**src/rtl/obuf_accum_sched.sv**
```systemverilog
// Output-buffer accumulation scheduler.
// Sequences reduction passes per output tile and tiles per layer. It selects
// the accumulator seed (bias on the first pass, partial sum after that),
// requests a writeback after the last pass of each tile, and flags
// compute_done pulses that arrive while no pass is running.
module obuf_accum_sched #(
  parameter int CNT_W = 16
) (
  input  logic             clk,
  input  logic             reset,
  input  logic             cfg_v,
  input  logic [CNT_W-1:0] cfg_passes_m1,
  input  logic [CNT_W-1:0] cfg_tiles_m1,
  input  logic             start,
  input  logic             abort,
  input  logic             compute_done,
  input  logic             wb_ack,
  output logic             obuf_bias_sel,
  output logic             last_pass,
  output logic             wb_req,
  output logic             tile_done,
  output logic             done,
  output logic             busy,
  output logic             err_ovf
);

  typedef enum logic [1:0] {
    IDLE = 2'd0,
    RUN  = 2'd1,
    WB   = 2'd2,
    FIN  = 2'd3
  } state_t;

  state_t           state, state_nx;
  logic [CNT_W-1:0] pass_cnt, pass_nx;
  logic [CNT_W-1:0] tile_cnt, tile_nx;
  logic [CNT_W-1:0] passes_m1, passes_nx;
  logic [CNT_W-1:0] tiles_m1, tiles_nx;
  logic             bias_nx, last_nx, wb_req_nx, tile_done_nx, done_nx, busy_nx, err_nx;

  // State, counters, configuration and all outputs register together.
  // NOTE: sequential state uses non-blocking assignments so every register
  // samples the pre-edge values regardless of statement order.
  always_ff @(posedge clk) begin
    if (!reset) begin
      state         <= IDLE;
      pass_cnt      <= '0;
      tile_cnt      <= '0;
      passes_m1     <= '0;
      tiles_m1      <= '0;
      obuf_bias_sel <= 1'b0;
      last_pass     <= 1'b0;
      wb_req        <= 1'b0;
      tile_done     <= 1'b0;
      done          <= 1'b0;
      busy          <= 1'b0;
      err_ovf       <= 1'b0;
    end else begin
      state         <= state_nx;
      pass_cnt      <= pass_nx;
      tile_cnt      <= tile_nx;
      passes_m1     <= passes_nx;
      tiles_m1      <= tiles_nx;
      obuf_bias_sel <= bias_nx;
      last_pass     <= last_nx;
      wb_req        <= wb_req_nx;
      tile_done     <= tile_done_nx;
      done          <= done_nx;
      busy          <= busy_nx;
      err_ovf       <= err_nx;
    end
  end

  // Next-state and next-output decode; abort overrides every state.
  // NOTE: every variable gets a default before the case so no path can
  // leave one unassigned and infer a latch.
  always_comb begin
    state_nx     = state;
    pass_nx      = pass_cnt;
    tile_nx      = tile_cnt;
    passes_nx    = passes_m1;
    tiles_nx     = tiles_m1;
    bias_nx      = obuf_bias_sel;
    wb_req_nx    = wb_req;
    tile_done_nx = 1'b0;
    done_nx      = 1'b0;
    err_nx       = err_ovf;

    if (abort) begin
      state_nx  = IDLE;
      pass_nx   = '0;
      tile_nx   = '0;
      bias_nx   = 1'b0;
      wb_req_nx = 1'b0;
    end else begin
      case (state)
        IDLE: begin
          // A config strobe coinciding with start is used by that run.
          if (cfg_v) begin
            passes_nx = cfg_passes_m1;
            tiles_nx  = cfg_tiles_m1;
          end
          if (start) begin
            state_nx = RUN;
            pass_nx  = '0;
            tile_nx  = '0;
            bias_nx  = 1'b0;
            err_nx   = 1'b0;
          end
        end
        RUN: begin
          if (compute_done) begin
            if (pass_cnt < passes_m1) begin
              pass_nx = pass_cnt + 1'b1;
              bias_nx = 1'b1;
            end else begin
              state_nx  = WB;
              wb_req_nx = 1'b1;
            end
          end
        end
        WB: begin
          if (compute_done) err_nx = 1'b1;
          if (wb_req && wb_ack) begin
            tile_done_nx = 1'b1;
            wb_req_nx    = 1'b0;
            if (tile_cnt < tiles_m1) begin
              tile_nx  = tile_cnt + 1'b1;
              pass_nx  = '0;
              bias_nx  = 1'b0;
              state_nx = RUN;
            end else begin
              // done is visible for the single cycle spent in FIN.
              state_nx = FIN;
              done_nx  = 1'b1;
            end
          end
        end
        FIN: begin
          if (compute_done) err_nx = 1'b1;
          state_nx = IDLE;
          pass_nx  = '0;
          tile_nx  = '0;
          bias_nx  = 1'b0;
        end
        default: state_nx = IDLE;
      endcase
    end

    last_nx = (state_nx == RUN) && (pass_nx == passes_nx);
    busy_nx = (state_nx != IDLE);
  end

endmodule
```
**config.mk**
```make
export PLATFORM = sky130hd
export DESIGN_NAME = obuf_accum_sched
export DESIGN_NICKNAME = d
export VERILOG_FILES = /design/src/rtl/obuf_accum_sched.sv
export SDC_FILE = /design/constraint.sdc
export NUM_CORES = 1
export LEC_CHECK = 0
export BUFFER_PORTS_ARGS = -buffer_cell sky130_fd_sc_hd__buf_2
export CORE_MARGIN = 3
export CORE_UTILIZATION = 30
export DETAILED_ROUTE_END_ITERATION = 6
export HOLD_SLACK_MARGIN = 0.15
export SETUP_SLACK_MARGIN = 0.05
export SLEW_MARGIN = 20
export SYNTH_ARGS = -nofsm -noshare
export SYNTH_HDL_FRONTEND = slang
export SYNTH_SLANG_ARGS = --single-unit
```
**constraint.sdc**
```tcl
create_clock -name clk -period 5.41 [get_ports clk]
set_input_delay 1.082 -clock clk [delete_from_list [all_inputs] [get_ports clk]]
set_output_delay 1.082 -clock clk [all_outputs]
set_load 0.01 [all_outputs]
```
==> qor.yml <==
status: "complete, no violations"
grt_pass1_wl_um: 19700
startpoint: "pass_cnt[6]$_SDFF_PN0_"
place_congestion: 0.839
die_w_um: 130
holdCritStartpoint: "tiles_m1[6]$_SDFFE_PN0P_"
cts_hold_buffers: 0
synth_edf_count: 0
synth_area_mm2: 0.00459
syn_to_final_growth_pct: 14.8
cts_tree: "built"
fp.dieArea_mm2: 0.0168
endpoint_kind: "register"
grt_pass1_vias: 3898
post-cts-setup-buffers: 0
row_count: 44
wirelength_um: 12000
slowest_delay_ns: 0.82
seq_area_frac_synth_pct: 31.9
yosys_warnings: 0
vias: 4107
antenna_left: 0
nNetsFinal: 691
die-height_um: 130
fmax_ghz: 0.265
tightest_slew_ns: 0.932
root_buffer: "clkbuf_16"
drc: 0
vias_per_cell: 5.08
post-dp-hpwl_um: 8940
fin_crit_ns: 3.77
antenna_found_initial: 0
avgSynthCellArea_um2: 7.87
yosysTopAreaCell: "dfxtp_1"
layout-drive-gt1-share_pct: 14.3
grt_max_degree: 36
slew_viol_final: 0
cap_violations: 0
p_leak_nw: 2.12
grt_overflow: 0
stdcell_area_mm2: 0.00527
finalClockSkew_ns: 0.00502
fin_util_pct: 35.7
synth-async-reset-ratio_pct: 0
netlist.area_leader.share_pct: 31.9
syn_nets: 654
cp.required_ns: 5.66
relSlewSlack_pct: 37.3
ir_worst_vdd_mv: 0.146
final.setup.tns_ns: 0
cts.clk_slew.worst_paths_ns: 0.06
hold_viol_final: 0
track_usage_pct: 14.8
cp-start-kind: "register"
n_fill_cell: 1550
core_area_mm2: 0.0148
routedWlPerCell_um: 14.9
power_mw: 1.33
setup_viol: 0
num_antenna_cells: 0
insertion_delay_ns: 0.34
crit_arrival_ns: 4.02
htree_levels: 3
drt-pass1-iter-count: 5
worstSetupPathType: "register to register"
p_per_area_mw_per_mm2: 253
cts_resized: 0
post_dp_cell_area_mm2: 0.00497
synth_flop_cell: "dfxtp_1"
rsz0062_at_grt: "false"
numPortBuffers: 45
synthTopCellsByArea: "dfxtp_1, ha_1, nor2_1, nand2_1, a21oi_1"
critical_path.reg2reg.startpoint: "pass_cnt[6]$_SDFF_PN0_"
clock_path_buffers: 2
slowest_stage: "nor4_1"
syn_inst: 583
ys_ff_latch: 73
synth_cell_type_count: 73
drt_iter0_drc: 277
cts_sinks: 73
period_share_pct: 69.6
start_util_pct: 31.1
numCtsBuffers: 9
ios: 46
crit_path_frequent_cell: "nor4_1"
cp_cell_sequence: "ha_1 -> and3_1 -> a221oi_1 -> nor2_2 -> nor4_1 -> buf_4 -> a31oi_1 -> a211oi_2 -> nor4b_1 -> a21o_1 -> o22ai_1 -> nor4_1"
hp-class: "register to register"
cp_max_fo: 8
-- final timing paths --
check,to,slack [ns],cells after the start
max reg2reg,last_pass$_SDFF_PN0_,1.64,12
min,tiles_m1[6]$_SDFFE_PN0P_,0.46,2
max,last_pass$_SDFF_PN0_,1.64,12
min reg2reg,tiles_m1[6]$_SDFFE_PN0P_,0.46,2
-- critical path: cells and delay by family (launching register included) --
kind,cells,cell delay (ns)
flops,1,0.46
compound gates,5,0.97
simple gates,5,1.70
buf+inv,1,0.28
fa+ha+maj,1,0.29
-- cell families after synthesis --
group	after synthesis	share of synthesized area, %
buffers and inverters	66	5.92
and+or+nand+nor	258	28.1
muxes	13	3.14
adders and majority gates	32	8.73
DFF	73	31.9
AOI/OAI and AO/OA	125	19.2
xor gates and xnor gates	16	3.05
-- final cells by class --
type	instances	area, µm²	share of cell area, %
multi-input cells	444	2860	54.3
flip-flops and latches	73	1460	27.8
repair buffers	50	263	4.99
clock buffers	12	256	4.87
well taps	184	230	4.37
inverters	42	158	2.99
clock inverters	3	40.0	0.760
-- cells in the mapped netlist (all sizes together) (13+ instances only) --
master	count
nor2	71
a21boi	17
o21ai	18
ha	32
inv	42
nand2	69
dfxtp	73
clkbuf	13
nor2b	17
nand4	13
a21oi	36
nand3	18
-- flip-flops by register name, indices dropped and copies added (netlist names), 2 cells and up --
| register | count |
|---|---|
| pass_cnt | 16 |
| passes_m1 | 16 |
| tile_cnt | 16 |
| tiles_m1 | 16 |
| state | 2 |
-- where the power goes --
part	switching [mW]	internal (mW)
clock	0.224	0.378
combinational	0.105	0.0649
sequential	0.00665	0.551
total	0.336	0.994
-- cells in the final DEF (no fill, tap or decap), types with 3 or more instances in the layout --
master	synthesis	final
a211o_1	3	3
a211oi_1	4	4
a21boi_0	17	17
a21o_1	3	3
a21oi_1	34	34
a31oi_1	10	10
and2_1	11	10
and3_1	12	12
buf_2	7	45
buf_4	0	5
clkbuf_16	0	9
dfxtp_1	73	73
ha_1	32	32
inv_1	42	42
mux2_2	3	3
mux2i_1	8	8
nand2_1	69	69
nand2b_1	6	6
nand3_1	18	18
nand4_1	13	13
nor2_1	70	70
nor2b_1	17	17
nor3_1	9	9
nor4_1	11	11
o21ai_0	17	17
o22ai_1	3	3
or3_1	4	4
xnor2_1	6	6
xor2_1	10	10
-- metrics by stage --
stage / hold slack, ns / setup WS, ns / instances
detailed placement: 0.459 / 1.41 / 793
CTS: 0.466 / 1.67 / 808
finish: 0.462 / 1.64 / 808
global route: 0.490 / 1.35 / 808
global placement: 0.453 / 1.49 / 793
floorplan: 0.443 / 2.16 / 583
-- per-layer routing --
layer | global-route usage [%] | up-vias | share of wire, %
met5 | 0 | - | 0
met4 | 5.20 | 0 | 1.6
met1 | 21.1 | 1870 | 51
li1 | - | 2123 | -
met2 | 22.1 | 101 | 41
met3 | 3.01 | 13 | 6.4
Note: power is estimated with default switching activity, not from simulation.
